[src/rtl/sram_proto_pkg.sv]
// sram_proto_pkg: shared command codes, server states, request ops and client FSM states for the onyx SRAM protocol
package sram_proto_pkg;
  localparam logic [3:0] CMD_IDLE  = 4'h0;
  localparam logic [3:0] CMD_CLOSE = 4'h0;
  localparam logic [3:0] CMD_OPEN  = 4'h1;
  localparam logic [3:0] CMD_WRITE = 4'h2;
  localparam logic [3:0] CMD_READ  = 4'h3;
  typedef enum logic [1:0] {
    S_RECEIVE = 2'd0,
    S_ACCEPT  = 2'd1,
    S_SEND    = 2'd2,
    S_READY   = 2'd3
  } server_state_e;
  typedef enum logic [1:0] {
    OP_WRITE = 2'd0,
    OP_READ  = 2'd1,
    OP_RSV2  = 2'd2,
    OP_RSV3  = 2'd3
  } req_op_e;
  localparam logic [2:0] ST_IDLE  = 3'd0;
  localparam logic [2:0] ST_SYNC  = 3'd1;
  localparam logic [2:0] ST_OPEN  = 3'd2;
  localparam logic [2:0] ST_ISSUE = 3'd3;
  localparam logic [2:0] ST_CLOSE = 3'd4;
  localparam logic [2:0] ST_RESP  = 3'd5;
  function automatic logic op_valid(input logic [1:0] op);
    return op == OP_WRITE || op == OP_READ;
  endfunction
endpackage

[src/rtl/sram_client_timer.sv]
// sram_client_timer: wait-state cycle counter with synchronous clear; expired marks the LIMIT-th enabled cycle
module sram_client_timer #(
  parameter int LIMIT = 64
) (
  input  logic CLK,
  input  logic ASYNCRESETN,
  input  logic clr,
  input  logic en,
  output logic expired
);
  localparam int CW = (LIMIT > 2) ? $clog2(LIMIT) : 1;
  logic [CW-1:0] cnt;
  always_ff @(posedge CLK or negedge ASYNCRESETN)
    if (!ASYNCRESETN) cnt <= '0;
    else if (clr) cnt <= '0;
    else if (en) cnt <= cnt + 1'b1;
  assign expired = en && cnt == CW'(LIMIT - 1);
endmodule

[src/rtl/sram_client_initiator.sv]
// sram_client_initiator: sequences one host write/read onto the onyx SRAM server command bus and returns a response.
// Optional wait-state timeout enabled by defining SRAM_CLIENT_TIMEOUT_EN.
module sram_client_initiator
  import sram_proto_pkg::*;
#(
  parameter int DATA_W         = 16,
  parameter int CMD_W          = 4,
  parameter int TIMEOUT_CYCLES = 64
) (
  input  logic              CLK,
  input  logic              ASYNCRESETN,
  input  logic              req_valid,
  output logic              req_ready,
  input  logic [1:0]        req_op,
  input  logic [DATA_W-1:0] req_data,
  output logic              rsp_valid,
  input  logic              rsp_ready,
  output logic [DATA_W-1:0] rsp_data,
  output logic              rsp_err,
  output logic [CMD_W-1:0]  offer,
  output logic [DATA_W-1:0] receive,
  input  logic [DATA_W-1:0] send,
  input  logic [1:0]        server_state,
  output logic              busy
);
  logic [2:0] state, nxt;
  logic is_read, adv, tmo, to_hit, tmr_clr, tmr_en;
  assign req_ready = state == ST_IDLE;
  assign busy = !req_ready;
  // adv: the exit condition of the current state holds this cycle
  always_comb begin
    adv = state == ST_IDLE  ? req_valid :
          state == ST_SYNC  ? server_state == S_RECEIVE :
          state == ST_OPEN  ? server_state == S_READY :
          state == ST_ISSUE ? (!is_read || server_state == S_SEND) :
          state == ST_CLOSE ? server_state == S_ACCEPT :
          state == ST_RESP  ? rsp_ready : 1'b0;
    to_hit = tmo && !adv;
    nxt = adv ? (state == ST_IDLE ? (op_valid(req_op) ? ST_SYNC : ST_RESP) :
                 state == ST_RESP ? ST_IDLE : state + 3'd1) :
          to_hit ? ST_RESP : state;
  end
  assign tmr_clr = nxt != state;
  assign tmr_en = state inside {ST_SYNC, ST_OPEN, ST_ISSUE, ST_CLOSE};
`ifdef SRAM_CLIENT_TIMEOUT_EN
  sram_client_timer #(.LIMIT(TIMEOUT_CYCLES)) u_timer (
    .CLK(CLK),
    .ASYNCRESETN(ASYNCRESETN),
    .clr(tmr_clr),
    .en(tmr_en),
    .expired(tmo)
  );
`else
  logic unused_timeout;
  assign unused_timeout = (TIMEOUT_CYCLES != 0) ^ tmr_clr ^ tmr_en;
  assign tmo = 1'b0;
`endif
  always_ff @(posedge CLK or negedge ASYNCRESETN)
    if (!ASYNCRESETN) begin
      state     <= ST_IDLE;
      is_read   <= 1'b0;
      offer     <= CMD_W'(CMD_IDLE);
      receive   <= '0;
      rsp_valid <= 1'b0;
      rsp_data  <= '0;
      rsp_err   <= 1'b0;
    end else begin
      state     <= nxt;
      // CMD_CLOSE and CMD_IDLE share an encoding, so timeout's close-then-idle needs no extra state
      offer     <= nxt == ST_OPEN  ? CMD_W'(CMD_OPEN) :
                   nxt == ST_ISSUE ? CMD_W'(is_read ? CMD_READ : CMD_WRITE) : CMD_W'(CMD_CLOSE);
      rsp_valid <= nxt == ST_RESP;
      rsp_err   <= nxt == ST_RESP && (rsp_err || to_hit || (req_ready && !op_valid(req_op)));
      if (req_ready && req_valid) begin
        is_read <= req_op == OP_READ;
        if (op_valid(req_op)) receive <= req_data;
      end
      if ((req_ready && req_valid) || to_hit) rsp_data <= '0;
      else if (state == ST_ISSUE && is_read && adv) rsp_data <= send;
    end
endmodule

[config.mk]
export PLATFORM = sky130hd
export DESIGN_NAME = sram_client_initiator
export DESIGN_NICKNAME = d
export VERILOG_FILES = /design/src/rtl/sram_proto_pkg.sv /design/src/rtl/sram_client_timer.sv /design/src/rtl/sram_client_initiator.sv
export SDC_FILE = /design/constraint.sdc
export NUM_CORES = 1
export LEC_CHECK = 0
export CAP_MARGIN = 30
export CORE_MARGIN = 2
export CORE_UTILIZATION = 43
export CTS_BUF_LIST = sky130_fd_sc_hd__clkbuf_4 sky130_fd_sc_hd__clkbuf_8 sky130_fd_sc_hd__clkbuf_16
export CTS_CLUSTER_DIAMETER = 100
export CTS_CLUSTER_SIZE = 28
export DETAILED_ROUTE_END_ITERATION = 12
export PLACE_DENSITY = 0.84
export SYNTH_ARGS = -nofsm -noshare
export SYNTH_HDL_FRONTEND = slang
export SYNTH_HIERARCHICAL = 1
export SYNTH_SLANG_ARGS = --single-unit
[constraint.sdc]
create_clock -name CLK -period 3.3 [get_ports CLK]
set_clock_uncertainty 0.2 [all_clocks]
set_input_delay 0.495 -clock CLK [delete_from_list [all_inputs] [get_ports CLK]]
set_output_delay 0.495 -clock CLK [all_outputs]
set_load 0.1 [all_outputs]
### Word level (Yosys, flattened, before mapping)

Cells that the tools add are included.

* register bits: 40
* bits in latches: 0
* bits in writable memories: 0
* ROM bits: 0
* input bits: 40
* output and inout port bits: 40
* logic and storage cells: 51
* memories kept: 0

* $add $sub $neg: 1
* $mul: 0
* divide/modulo/power cells: 0
* $lt $le $gt $ge: 0
* equal/unequal tests: 12
* shift-type cells: 0
* multiplexer cells: 15
* bitwise logic cells: 0
* reductions and logical operators: 16

Operators with widths (number)
* $mux 16: 2
* $eq 3x2->1 const B: 4
* $mux 3: 4
* $eq 3x3->1 const B: 3
* $mux 1: 7
* $logic_and 1x1->1: 5
* $eq 2x1->1 const B: 2
* $eq 2x2->1 const B: 2
* $logic_not 2->1: 2
* $mux 2: 2
* $add 3x1->3 const B: 1
* $eq 3x1->1 const B: 1
* $logic_not 1->1: 3
* $logic_not 3->1: 1
* $logic_or 1x1->1: 3
* $reduce_and 2->1: 1
* $reduce_bool 2->1: 1

### Logic depth before layout (Yosys ltp)

Gate-level depths: netlist of run 1.

* depth in word-level cells: 11
* depth in mapped cells: 10
* depth with buffers taken out: 7

### Worst setup path after synthesis of run 1

Ideal clock, no wire load.

* path type: register to output
* from: register state[1]
* to: output busy
* arrival time: 2.378 ns
* required time: 2.605 ns
* path slack: 0.227 ns
* stages on the path, launching flop included: 5
* buffers on the path: 1
* path through: dfrtp_1 > buf_2 > or2_1 > nor2_2 > inv_1

* longest elaborated chain between the ends: 2

Ends and longest elaborated chain
* start, declared: RTL line sram_client_initiator.sv:26 `logic [2:0] state, nxt;`
* start signal, assigned: RTL line sram_client_initiator.sv:68 `state <= nxt;`
* $logic_not 3->1: RTL line sram_client_initiator.sv:28 `assign req_ready = state == ST_IDLE;`
* named net req_ready: RTL line sram_client_initiator.sv:13 `output logic req_ready,`
* $logic_not 1->1: RTL line sram_client_initiator.sv:29 `assign busy = !req_ready;`
* end, declared: RTL line sram_client_initiator.sv:24 `output logic busy`

The timed path passes the listed nets, and every way through them passes these cells.

### Final worst setup path of run 1

* from: register state[0]
* to: register offer[1]

* longest elaborated chain between the ends: 11
* elaborated cells between the ends (all ways): 20
* those cells by class: 1 x add/sub; 7 x eq/ne; 11 x mux; 1 x reduce/logical

Ends and longest elaborated chain
* $eq 3x3->1: RTL line sram_client_initiator.sv:37, sram_client_initiator.sv:40
* $mux 1: RTL line sram_client_initiator.sv:37 `state == ST_RESP ? rsp_ready : 1'b0;`
* $mux 1: RTL line sram_client_initiator.sv:36 `state == ST_CLOSE ? server_state == S_ACCEPT :`
* $mux 1: RTL line sram_client_initiator.sv:35 `state == ST_ISSUE ? (!is_read || server_state == S_SEND) :`
* $mux 1: RTL line sram_client_initiator.sv:34 `state == ST_OPEN ? server_state == S_READY :`
* $mux 1: RTL line sram_client_initiator.sv:33 `state == ST_SYNC ? server_state == S_RECEIVE :`
* $mux 1: RTL line sram_client_initiator.sv:32 `adv = state == ST_IDLE ? req_valid :`
* $mux 3 (*): RTL line sram_client_initiator.sv:39 `nxt = adv ? (state == ST_IDLE ? (op_valid(req_op) ? ST_SYNC : ST_RESP) :`
* named net nxt[0]: RTL line sram_client_initiator.sv:26
* $eq 3x2->1: RTL line sram_client_initiator.sv:71 `nxt == ST_ISSUE ? CMD_W'(is_read ? CMD_READ : CMD_WRITE) : CMD_W'(CMD_CLOSE);`
* $mux 2: RTL line sram_client_initiator.sv:71
* $mux 2 (*): RTL line sram_client_initiator.sv:70 `offer <= nxt == ST_OPEN ? CMD_W'(CMD_OPEN) :`
* end signal, assigned: RTL line sram_client_initiator.sv:62 `offer <= CMD_W'(CMD_IDLE);`
* end signal, assigned: RTL line sram_client_initiator.sv:70
* end, declared: RTL line sram_client_initiator.sv:20 `output logic [CMD_W-1:0] offer,`

Mark *: on every way through the listed nets, which the timed path passes. The rest lies on a longest branch.
A chain may end at the register's enable or synchronous reset.

==> impl_metrics.ini, run 1 <==
[sta]
post-route-period-util_pct = 80.3
relSlewSlack_pct = 42.4
clock.fmax_ghz = 0.377
setup_viol = 0
tns_ps = 0
setup_ws_ps = 650
worst_pin_slew_ps = 863
drv_slew = 0
worst_hold_slack_ps = 130
fin_crit_ps = 2650
hold_viol = 0
rsz0062_at_grt = false

[synthesis]
yosys-top-cells-area = dfrtp_1 (51%), mux2_1 (9.2%), mux2i_1 (8.7%)
ys_ff_latch = 40
yosysUniqueCellTypes = 39
avgSynthCellArea_um2 = 11.1
yosysMostFrequentCell = dfrtp_1
seq_area_frac_synth_pct = 50.9
synth_common_cells = dfrtp_1 (40), nand2_1 (25), inv_1 (19), mux2i_1 (17), mux2_1 (16)
synth-edff-count = 0
synth_warnings = 6
synthesis.area_um2 = 1970
synth_top_flop_cell = dfrtp_1
synth_top_area_cell = dfrtp_1
synthArstFlopShare_pct = 100
synth.top_cell.area_share_pct = 50.9
syn_inst = 177

[layout]
synthToLayoutAreaGrowth_pct = 38.7
instances_no_fill = 305
drive_above_1_share_pct = 21.3
diodes = 0
nNetsFinal = 294
fill_cells = 362

[worst_setup_path]
cp_slowest_cell = dfrtp_1
cp.required_ps = 3320
end_kind = flip-flop
critical_path_arrival_ps = 2670
critPathLaunchType = flip-flop
crit_type = reg -> reg
crit_path_max_incr_delay_ps = 570
crit_fanout = 19
cp_cell_sequence = and2_1 -> ha_1 -> a21oi_1 -> a22oi_4 -> a32oi_4 -> mux2i_1 -> and4_1

[place]
io_buffer_count = 77
dp.cells = 298
gp_congestion = 0.843
dp_slack_ps = 567
dp_hpwl_um = 2980

[clock_tree]
clkTransAtPathRegs_ps = 70
clk_latency_ps = 280
cts_made_buffers = 5
postCtsSetupBuffers = 0
cts_tree = yes
max-clock-path-buffers = 2
ctsResizeCount = 0
postCtsHoldBufs = 0
clockRootBuffer = clkbuf_8
h-tree-depth = 2
clock-sinks = 40

[route]
wl_per_cell_um = 13.1
drtIter0Drc = 38
drt_wl_total_um = 4000
drt_drc_violations_left = 0
first_pass_iters = 4
ant_nets = 0
via_per_inst = 5.02
num_vias = 1532

[floorplan]
core_um2 = 4380
die_area_um2 = 5130
die_y_um = 71.6
rows = 24
io_pins = 80
die-width_um = 71.6
start_util_pct = 44.9

[grt]
antenna_found_initial = 0
grt_pass1_wl_um = 6630
grt_max_degree = 41
gr-usage-all-layers_pct = 16.1
first_global_vias = 1497
grt_overflow = 0

[outcome]
outcome = completed

[worst_hold_path]
hp-class = in -> async

[job]
max_cap_violations = 0
==> critical path: cells and delay by family, from the launching register on <==
| kind | cells | cell delay, ps |
|---|---|---|
| flops | 1 | 570 |
| compound gates | 3 | 730 |
| fa+ha+maj | 1 | 250 |
| simple gates | 2 | 470 |
| mux | 1 | 360 |
==> path summary, 6_finish.rpt <==
| path | from | slack, ps | endpoint | depth (start not counted) |
|---|---|---|---|---|
| worst max-delay path | state[0] | 650 | offer[1] | 7 |
| worst min-delay path | ASYNCRESETN | 130 | offer[0] | 1 |
| worst max register to register | state[0] | 650 | offer[1] | 7 |
| worst min register to register | receive[0] | 290 | receive[0] | 1 |
| max in group asynchronous | ASYNCRESETN | 2230 | rsp_data[4] | 1 |
| min in group CLK | receive[0] | 290 | receive[0] | 1 |
==> cells in the final DEF (no fill, tap or decap), types with 3 or more instances in the layout <==
master           netlist  final
a21oi_1               10     10
buf_4                  2     38
clkbuf_8               0      7
clkdlybuf4s50_1        0     38
dfrtp_1               40     40
inv_1                 19     19
mux2_1                16     16
mux2i_1               17     17
nand2_1               25     25
nand2b_1               4      4
nand3_1                3      3
o21ai_1                3      3
==> area by class of cell <==
type                       instances  area [µm²]  share of cell area [%]
sequential                        40        1000                    36.7
multi-input combinational        110         823                    30.2
timing repair buffer              77         671                    24.6
clock buffer                       7        96.3                    3.53
inverter                          19        71.3                    2.61
tap                               52        65.1                    2.39
==> metal layers <==
metal | track usage (%) | wire length [µm]
met1 | 20.1 | 1600
met2 | 26.7 | 2040
met3 | 6.05 | 350
met4 | 3.77 | 8
met5 | 0 | 0
==> cell families (layout without fill, tap and decap cells) <==
kind of cell               after synthesis  in the layout  synth area share, %
DFF                                     40             40                 50.9
and+or+nand+nor                         50             50                 13.9
buffers and inverters                   28            103                 7.44
AOI/OAI and AO/OA                       24             24                 9.10
adders and majority gates                1              1                0.636
muxes                                   33             33                 17.8
other                                    1              2                0.191
==> state kept, by name, indices dropped and copies added (netlist names) <==
register   cells
offer          2
rsp_data      16
rsp_valid      1
rsp_err        1
state          3
receive       16
is_read        1
==> per-stage QoR <==
step                      util (%)  instance area (µm²)
after floorplan                  -                 1970
after global placement        60.0                 2630
after detailed placement      60.0                 2630
after CTS                     62.2                 2730
after global routing          62.2                 2730
final                         62.2                 2730
Power of run 1 is left out: the tool's default activity adds up to more than one toggle a clock period on the data nets, which glitch-free logic cannot reach.
==> run 2: changes to the inputs <==
--- a/config.mk
+++ b/config.mk
@@ -7,12 +7,12 @@
 export LEC_CHECK = 0
 export CAP_MARGIN = 30
 export CORE_MARGIN = 2
-export CORE_UTILIZATION = 43
+export CORE_UTILIZATION = 39
 export CTS_BUF_LIST = sky130_fd_sc_hd__clkbuf_4 sky130_fd_sc_hd__clkbuf_8 sky130_fd_sc_hd__clkbuf_16
 export CTS_CLUSTER_DIAMETER = 100
 export CTS_CLUSTER_SIZE = 28
 export DETAILED_ROUTE_END_ITERATION = 12
-export PLACE_DENSITY = 0.84
+export PLACE_DENSITY = 0.8
 export SYNTH_ARGS = -nofsm -noshare
 export SYNTH_HDL_FRONTEND = slang
 export SYNTH_HIERARCHICAL = 1
==> constraint.sdc (replaced) <==
create_clock -name CLK -period 2.3 [get_ports CLK]
set_clock_uncertainty 0.2 [all_clocks]
set_input_delay 0.345 -clock CLK [delete_from_list [all_inputs] [get_ports CLK]]
set_output_delay 0.345 -clock CLK [all_outputs]
set_load 0.1 [all_outputs]
==> impl_metrics.ini, run 2 (synthesized netlist as in run 1, its figures left out) <==
[sta]
relSlewSlack_pct = 66.5
fin_crit_ps = 2200
setup_viol = 0
worst_pin_slew_ps = 502
clock.fmax_ghz = 0.455
rsz0062_at_grt = false
worst_hold_slack_ps = 291
hold_viol = 0
drv_slew = 0
post-route-period-util_pct = 95.5

[route]
via_per_inst = 4.70
ant_nets = 0
drtIter0Drc = 57
first_pass_iters = 4
wl_per_cell_um = 13.0
num_vias = 1592
drt_wl_total_um = 4390
drt_drc_violations_left = 0

[worst_setup_path]
cp_cell_sequence = buf_4 -> or3b_4 -> a22oi_4 -> buf_4 -> and2_1 -> o211ai_1 -> and4_1
cp.required_ps = 2270
crit_type = reg -> reg
worstRegToRegCells = 7
end_kind = flip-flop
rr_endpoint = offer[1]
r2r-start = state[0]
r2r_setup_slack_ps = 100
critical_path_arrival_ps = 2170
crit_family = simple AND/OR/NAND/NOR gates
critPathLaunchType = flip-flop
cp_num_buf_inv = 2
crit_path_max_incr_delay_ps = 420
cp_slowest_cell = or3b_4
crit_top_cell = buf_4
crit_fanout = 18

[worst_hold_path]
holdPathEnd = receive[13]
hp-class = reg -> reg
hp-start = receive[13]
holdPathStages = 1

[grt]
antenna_found_initial = 0
first_global_vias = 1563
gr-usage-all-layers_pct = 16.3
grt_overflow = 0
grt_pass1_wl_um = 7080
grt_max_degree = 41

[clock_tree]
cts_tree = yes
clkTransAtPathRegs_ps = 80
postCtsSetupBuffers = 0
h-tree-depth = 2
cts_made_buffers = 5
max-clock-path-buffers = 2
clk_latency_ps = 280
clock-sinks = 40
clockRootBuffer = clkbuf_8

[place]
dp_hpwl_um = 3410
io_buffer_count = 77
gp_congestion = 0.847

[floorplan]
die_area_um2 = 5630
start_util_pct = 41.1
rows = 25
core_um2 = 4790
die-width_um = 75.0
io_pins = 80
die_y_um = 75.0

[job]
max_cap_violations = 0

[layout]
drive_above_1_share_pct = 27.6
fill_cells = 426
top_regs = receive: 16 flops, rsp_data: 16 flops, state: 3 flops
layout_common_cells = buf_4 (50), dfrtp_1 (40), clkdlybuf4s50_1 (38)
nNetsFinal = 312
diodes = 0
synthToLayoutAreaGrowth_pct = 51.5
final_common_cell = buf_4

[outcome]
outcome = completed
## run 2: cell types whose count changed in the layout (fill, tap and decap cells not counted), sizes merged
cell | previous run | this run
bufinv | 0 | 1
clkbuf | 7 | 5
dlygate4sd3 | 0 | 1
clkinv | 0 | 1
buf | 39 | 56
clkinvlp | 0 | 1
## run 2: worst max path at each step
stage / to / slack (ps) / from / depth (start not counted)
after floorplan: receive[0] / -210 / state[1] / 7
after global placement: offer[1] / -70 / server_state[0] / 7
after CTS: offer[1] / 80 / state[1] / 7
after global routing: rsp_data[13] / 10 / state[0] / 7
after detailed placement: offer[1] / -130 / server_state[0] / 7
final: offer[1] / 100 / state[0] / 7
## run 2: layer usage
metal  vias to the layer above  part of all wire [%]  wire [µm]  GRT usage, %
met4                         0                  0.52         23          3.17
li1                        778                     -          -             -
met1                       754                    43       1890          21.6
met3                         5                   6.8        300          4.82
met2                        55                    50       2180          26.8
met5                         -                     0          0             0
## run 2: what timing repair did
item / 4_1_cts / 5_1_grt
resized for setup: 0 / 2
hold buffers: 1 / 0
endpoints found under the setup margin: 0 / 1
endpoints found under the hold margin: 40 / 0
## run 2: layout make-up
cell class                 count  area, µm²  area share [%]
tap                           67       83.8            2.81
inverter                      19       71.3            2.39
multi-input combinational    110        842            28.3
clock inverter                 3       42.5            1.43
sequential                    40       1000            33.6
timing repair buffer          95        871            29.2
clock buffer                   5       68.8            2.31
## run 2: worst reg2reg max path: stages (launching register included)
cell      delay [ps]
dfrtp_1          380
buf_4            200
or3b_4           420
a22oi_4          220
buf_4            150
and2_1           160
o211ai_1         140
and4_1           220
## run 2: metrics by stage
stage | setup WS (ps) | util (%) | cells | setup TNS (ps) | cell area [µm²]
2_1_floorplan | -209 | - | 178 | -3150 | 1990
3_3_place_gp | -72.4 | 59.6 | 330 | -792 | 2850
3_5_place_dp | -132 | 59.6 | 330 | -1480 | 2850
4_1_cts | 77.2 | 62.1 | 339 | 0 | 2970
5_1_grt | 13.4 | 62.3 | 339 | 0 | 2980
6_report | 104 | 62.3 | 339 | 0 | 2980
Power of run 2 is left out for the same reason.
==> run 3: changes to the inputs <==
--- a/config.mk
+++ b/config.mk
@@ -6,12 +6,13 @@
 export NUM_CORES = 1
 export LEC_CHECK = 0
 export CAP_MARGIN = 30
-export CORE_MARGIN = 2
+export CORE_MARGIN = 10
 export CORE_UTILIZATION = 39
 export CTS_BUF_LIST = sky130_fd_sc_hd__clkbuf_4 sky130_fd_sc_hd__clkbuf_8 sky130_fd_sc_hd__clkbuf_16
 export CTS_CLUSTER_DIAMETER = 100
 export CTS_CLUSTER_SIZE = 28
 export DETAILED_ROUTE_END_ITERATION = 12
+export MAX_ROUTING_LAYER = met4
 export PLACE_DENSITY = 0.8
 export SYNTH_ARGS = -nofsm -noshare
 export SYNTH_HDL_FRONTEND = slang
==> impl_metrics.ini, run 3 (synthesized netlist as in run 1, its figures left out) <==
[place]
io_buffer_count = 77
dp_hpwl_um = 3950
gp_congestion = 0.872

[sta]
hold_viol = 0
fin_crit_ps = 2240
clock.fmax_ghz = 0.447
rsz0062_at_grt = false
setup_viol = 0
post-route-period-util_pct = 97.4
drv_slew = 0
tns_ps = 0

[route]
ant_nets = 0
via_per_inst = 4.61
drt_drc_violations_left = 0
first_pass_iters = 4
wl_per_cell_um = 14.4
drt_wl_total_um = 4900
drtIter0Drc = 117
num_vias = 1567

[worst_setup_path]
worstRegToRegCells = 7
crit_fanout = 3
cp.required_ps = 2320
r2r_setup_slack_ps = 60
critPathLaunchType = flip-flop
critical_path_arrival_ps = 2260
crit_type = reg -> reg
end_kind = flip-flop

[layout]
synthToLayoutAreaGrowth_pct = 51.1
final_common_cell = buf_4
fill_cells = 414
layout_common_cells = buf_4 (51), dfrtp_1 (40), clkdlybuf4s50_1 (38)
nNetsFinal = 313
top_regs = receive: 16 flops, rsp_data: 16 flops, state: 3 flops
drive_above_1_share_pct = 27.5
diodes = 0

[clock_tree]
clock-sinks = 40
clkTransAtPathRegs_ps = 70
clk_latency_ps = 280
postCtsSetupBuffers = 0
h-tree-depth = 2
cts_tree = yes
clockRootBuffer = clkbuf_8
max-clock-path-buffers = 2
cts_made_buffers = 5

[grt]
first_global_vias = 1713
grt_max_degree = 19
antenna_found_initial = 0
grt_overflow = 0
grt_pass1_wl_um = 8250
gr-usage-all-layers_pct = 12.3

[worst_hold_path]
hp-class = in -> async

[floorplan]
die_y_um = 91.0
die-width_um = 91.0
die_area_um2 = 8280
start_util_pct = 40.8
io_pins = 80
rows = 25
core_um2 = 4820

[outcome]
outcome = completed

[job]
max_cap_violations = 0
[run 3: cell types whose count changed in the layout (fill, tap and decap cells not counted), sizes merged]
cell / before / now
buf: 56 / 57
clkinv: 1 / 0
bufinv: 1 / 0
clkbuf: 5 / 7
[run 3: metal layers]
metal  global-route usage, %  wire [µm]  part of all wire, %  vias to the layer above
met3                    5.10        348                  7.1                        0
met1                    15.4       2290                   47                      725
met2                    18.6       2260                   46                       64
li1                        -          -                    -                      778
met4                    1.57          0                    0                        0
met5                       -          0                    0                        -
[run 3: worst paths after layout]
| path | startpoint | end |
|---|---|---|
| worst max-delay path | state[1] | offer[1] |
| max in group asynchronous | ASYNCRESETN | rsp_data[3] |
| worst min-delay path | ASYNCRESETN | receive[3] |
| min in group CLK | receive[11] | receive[11] |
| worst min register to register | receive[11] | receive[11] |
| worst max register to register | state[1] | offer[1] |
[run 3: critical path, cell delays in order (launching register included)]
cell     delay, ps
dfrtp_1        380
and2_1         160
ha_1           220
a21oi_1        230
a22oi_4        130
a32oi_4        360
mux2i_2        300
and4_1         210
[run 3: area by class of cell]
cell class / count / area [µm²] / area share, %
tap: 67 / 83.8 / 2.82
inverter: 19 / 71.3 / 2.40
multi-input combinational: 110 / 840 / 28.3
sequential: 40 / 1000 / 33.7
clock inverter: 1 / 7.51 / 0.253
clock buffer: 7 / 90.1 / 3.03
timing repair buffer: 96 / 878 / 29.6
[run 3: repair_timing]
item / CTS / global route
hold buffers: 1 / 0
resized for setup: 0 / 1
endpoints found under the setup margin: 0 / 1
hold endpoints to repair: 9 / 0
[run 3: metrics by stage]
step	util, %	cell area, µm²	hold WS (ps)	setup slack (ps)	cells
final	61.7	2970	256	60.9	340
after global routing	61.7	2970	256	0.123	340
after CTS	61.6	2970	256	50.4	340
after detailed placement	59.4	2860	23.2	-140	331
after global placement	59.4	2860	18.4	-69.9	331
after floorplan	-	1990	-151	-209	178
Power of run 3 is left out for the same reason.
==> edit 1: new RTL, config.mk and constraints of run 1 <==
`CMD_W`: 4 -> 6.
--- a/src/rtl/sram_client_initiator.sv
+++ b/src/rtl/sram_client_initiator.sv
@@ -4,7 +4,7 @@
   import sram_proto_pkg::*;
 #(
   parameter int DATA_W         = 16,
-  parameter int CMD_W          = 4,
+  parameter int CMD_W          = 6,
   parameter int TIMEOUT_CYCLES = 64
 ) (
   input  logic              CLK,
Interface: changed (resized offer); port bits go from 80 to 82. No check against the original RTL was run, so the function may have changed too.
==> edit 1 against run 1 <==
Via count up 1.3%; final area up 1.5%; wire length up 5.9%; count of clock-buffer cells in the layout down 1; synthesized area up 0.76%; sequential cell count unchanged; worst setup slack better by 0.039 ns; first-iteration DRC count rose to 3.2 times the old value; critical endpoint unchanged; largest cell class unchanged.
Power is left out: the tool's default activity adds up to more than one toggle a clock period on the data nets, which glitch-free logic cannot reach.
==> edit 1: results <==
export IMPL_status="completed"
export IMPL_seq_area_frac_synth=0.505
export IMPL_synth_area_mux_share=0.177
export IMPL_gp_congestion=0.792
export IMPL_cts_max_path_buffers=2
export IMPL_slew_headroom=0.426
export IMPL_synth_top_cells_by_count="40 x dfrtp_1, 25 x nand2_1, 19 x inv_1"
export IMPL_synth_fa_ha_area_frac=0.00631
export IMPL_reg2reg_depth=7
export IMPL_htree_num_levels=2
export IMPL_hold_path_class="input port to async pin"
export IMPL_grtUsageTotal=0.172
export IMPL_worstPathArrival_ns=2.63
export IMPL_met2_usage=0.282
export IMPL_hpwl_mm=3.12
export IMPL_yosys_warnings=6
export IMPL_synthDistinctLibCells=39
export IMPL_finalNetCount=297
export IMPL_drt_wl_total_mm=4.24
export IMPL_synth_compound_area_share=0.0903
export IMPL_yosys_top_cells_area="dfrtp_1 51%, mux2_1 9.1%, mux2i_1 8.6%"
export IMPL_cts_setup_buffers=0
export IMPL_via_count=1552
export IMPL_grt_pass1_vias=1521
export IMPL_grt_util_met1=0.223
export IMPL_ctsHoldBuffers=0
export IMPL_synth_xor_area_share=0
export IMPL_root_buffer="clkbuf_8"
export IMPL_drive_above_1_share=0.218
export IMPL_cts_buffers=5
export IMPL_synthFlopType="dfrtp_1"
export IMPL_port_buffers=77
export IMPL_drt_iter0_markers=123
export IMPL_finalCritPeriodShare=0.791
export IMPL_grt_first_pass_wirelength_mm=7.06
export IMPL_dr_pass1_iters=4
export IMPL_synthArstFlopShare=1.00
export IMPL_fin_tns_setup_ns=0
export IMPL_cts_resized_gates=0
export IMPL_reg_top3="receive (16), rsp_data (16), state (3)"
export IMPL_antenna_cells=0
export IMPL_antenna_found_initial=0
export IMPL_clk_pin_slew_ns=0.08
export IMPL_clock_latency_ns=0.28
export IMPL_critPathMaxFanout=10
export IMPL_nFillCells=379
export IMPL_grt_max_degree=41
export IMPL_met3_usage=0.0472
[edit 1: changes by cell type after synthesis]
cell | run 1 | this run
buf_4 | 2 | 4
[edit 1: routing by layer]
metal / vias up / share of wire / wire (microns)
li1: 744 / - / -
met1: 726 / 0.43 / 1820
met2: 75 / 0.48 / 2030
met3: 7 / 0.081 / 344
met4: 0 / 0.0097 / 41
met5: - / 0 / 0
[edit 1: final cells by class]
cell class | instances | area [sq um] | share of cell area
clock inverters | 2 | 38.8 | 0.0140
inverters | 19 | 71.3 | 0.0258
clock buffers | 6 | 82.6 | 0.0298
flip-flops and latches | 40 | 1000 | 0.362
repair buffers | 78 | 678 | 0.245
multi-input cells | 112 | 831 | 0.300
well taps | 52 | 65.1 | 0.0235
[edit 1: critical path: stages (launching register included)]
cell	delay [ns]
dfrtp_1	0.55
inv_1	0.16
ha_1	0.31
a21oi_1	0.25
a22oi_4	0.14
a32oi_4	0.35
mux2i_1	0.36
and4_1	0.23
[edit 1: stage by stage]
stage | setup slack (ns) | hold WS [ns] | cells | utilization | instance area (sq um)
floorplan | 0.227 | -0.000591 | 182 | - | 1990
global placement | 0.659 | 0.268 | 301 | 0.604 | 2650
detailed placement | 0.551 | 0.276 | 301 | 0.604 | 2650
CTS | 0.731 | 0.143 | 309 | 0.631 | 2770
global route | 0.591 | 0.202 | 309 | 0.631 | 2770
finish | 0.689 | 0.125 | 309 | 0.631 | 2770
[edit 1: final timing paths]
kind / start / end / slack, ns
max in group asynchronous: ASYNCRESETN / receive[2] / 2.24
setup / recovery: state[2] / offer[1] / 0.69
setup reg to reg: state[2] / offer[1] / 0.69
hold / removal: ASYNCRESETN / receive[3] / 0.13
hold reg to reg: receive[8] / receive[8] / 0.29
min in group CLK: receive[8] / receive[8] / 0.29
[edit 1: kinds of logic (layout without fill, tap and decap cells)]
family          Yosys count  in the layout
simple gates             50             50
flops                    40             40
mux                      33             33
buf+inv                  30            105
compound gates           24             24
fa+ha+maj                 1              1
other cells               1              4
==> edit 2: new RTL, flow settings as in run 1 <==
Without the edit above. Put one more register stage on the output `rsp_err`. The value now appears one clock later. The other outputs are not delayed to match.
--- a/src/rtl/sram_client_initiator.sv
+++ b/src/rtl/sram_client_initiator.sv
@@ -23,6 +23,8 @@
   input  logic [1:0]        server_state,
   output logic              busy
 );
+
+  logic rsp_err_s0;
   logic [2:0] state, nxt;
   logic is_read, adv, tmo, to_hit, tmr_clr, tmr_en;
   assign req_ready = state == ST_IDLE;
@@ -63,14 +65,14 @@
       receive   <= '0;
       rsp_valid <= 1'b0;
       rsp_data  <= '0;
-      rsp_err   <= 1'b0;
+      rsp_err_s0 <= 1'b0;
     end else begin
       state     <= nxt;
       // CMD_CLOSE and CMD_IDLE share an encoding, so timeout's close-then-idle needs no extra state
       offer     <= nxt == ST_OPEN  ? CMD_W'(CMD_OPEN) :
                    nxt == ST_ISSUE ? CMD_W'(is_read ? CMD_READ : CMD_WRITE) : CMD_W'(CMD_CLOSE);
       rsp_valid <= nxt == ST_RESP;
-      rsp_err   <= nxt == ST_RESP && (rsp_err || to_hit || (req_ready && !op_valid(req_op)));
+      rsp_err_s0 <= nxt == ST_RESP && (rsp_err_s0 || to_hit || (req_ready && !op_valid(req_op)));
       if (req_ready && req_valid) begin
         is_read <= req_op == OP_READ;
         if (op_valid(req_op)) receive <= req_data;
@@ -78,5 +80,9 @@
       if ((req_ready && req_valid) || to_hit) rsp_data <= '0;
       else if (state == ST_ISSUE && is_read && adv) rsp_data <= send;
     end
+  always_ff @(posedge CLK) begin
+    rsp_err <= rsp_err_s0;
+  end
+
 endmodule
 
Function: changed (Yosys sat finds a counterexample within 4 cycles, from zero or initial values and one cycle with ASYNCRESETN low).
==> edit 2 against run 1 <==
Final area rose by 1.9%; wire length rose by 6.0%; first-iteration DRC count rose to 4.0 times the old value; critical path type unchanged; worst setup slack improved by 0.10 ns; synthesized area rose by 1.0%; sequential cell count rose by 1; core utilization rose by 0.74 points; die area rose by 0.97%.
Power is not shown: default switching activity piles up to over one toggle a cycle in this logic, so the estimate is an artifact.
==> edit 2: results <==
export IMPL_status="completed"
export IMPL_clk_pin_slew_ns=0.07
export IMPL_routedWlPerCell_microns=13.8
export IMPL_seq_area_frac_synth=0.514
export IMPL_synth_fa_ha_area_frac=0.00630
export IMPL_synthDistinctLibCells=40
export IMPL_worstPathArrival_ns=2.56
export IMPL_grt_pass1_vias=1455
export IMPL_hpwl_mm=3.12
export IMPL_htree_num_levels=2
export IMPL_setup_ws_ns=0.754
export IMPL_drive_above_1_share=0.219
export IMPL_finalNetCount=296
export IMPL_synth_xor_area_share=0
export IMPL_grtUsageTotal=0.171
export IMPL_yosys_top_cells_area="dfrtp_1 50%, mux2_1 9.1%, mux2i_1 8.6%"
export IMPL_pre_cts_ws_ns=0.575
export IMPL_root_buffer="clkbuf_8"
export IMPL_synth_area_mux_share=0.176
export IMPL_synth_compound_area_share=0.0901
export IMPL_slew_headroom=0.421
export IMPL_vias_per_cell=4.94
export IMPL_hold_slack_ns=0.131
export IMPL_synthArstFlopShare=0.976
export IMPL_grt_max_degree=41
export IMPL_drt_iter0_markers=151
export IMPL_cts_resized_gates=0
export IMPL_nFillCells=361
export IMPL_grt_first_pass_wirelength_mm=6.97
export IMPL_critPathMaxFanout=10
export IMPL_gp_congestion=0.946
edit 2: metal layers:
| metal | share of wire | GRT usage | vias up |
|---|---|---|---|
| li1 | - | - | 745 |
| met1 | 0.43 | 0.227 | 704 |
| met2 | 0.49 | 0.281 | 69 |
| met3 | 0.079 | 0.0431 | 4 |
| met4 | 0.0045 | 0.0440 | 0 |
| met5 | 0 | 0 | - |
edit 2: final cells by class:
type | count | area (sq um) | area share
Sequential cell | 41 | 1020 | 0.367
Clock buffer | 7 | 90.1 | 0.0324
Clock inverter | 1 | 30.0 | 0.0108
Multi-Input combinational cell | 110 | 823 | 0.296
Timing Repair Buffer | 78 | 678 | 0.244
Inverter | 19 | 71.3 | 0.0257
Tap cell | 52 | 65.1 | 0.0234
edit 2: stage by stage:
step                cell area, sq um  instances  utilization
global placement                2660        300        0.602
detailed placement              2660        300        0.602
global route                    2780        308        0.630
floorplan                       1990        179            -
CTS                             2780        308        0.630
finish                          2780        308        0.630
edit 2: cell families after synthesis:
| group | Yosys count |
|---|---|
| muxes | 33 |
| other | 1 |
| buffers and inverters | 28 |
| DFF | 41 |
| adders and majority gates | 1 |
| AOI/OAI and AO/OA | 24 |
| and+or+nand+nor | 50 |
edit 2: final timing paths:
path                                   from    endpoint  cells after the start
min in group CLK                 rsp_err_s0     rsp_err                      0
max in group asynchronous       ASYNCRESETN   rsp_valid                      1
worst max register to register     state[2]    offer[1]                      7
worst min register to register   rsp_err_s0     rsp_err                      0
worst min-delay path            ASYNCRESETN  receive[5]                      1
worst max-delay path               state[2]    offer[1]                      7
edit 2: worst max-delay path: stages, from the launching register on:
cell,delay [ns]
dfrtp_1,0.52
inv_1,0.16
ha_1,0.31
a21oi_1,0.23
a22oi_4,0.13
a32oi_4,0.34
mux2i_1,0.34
and4_1,0.24
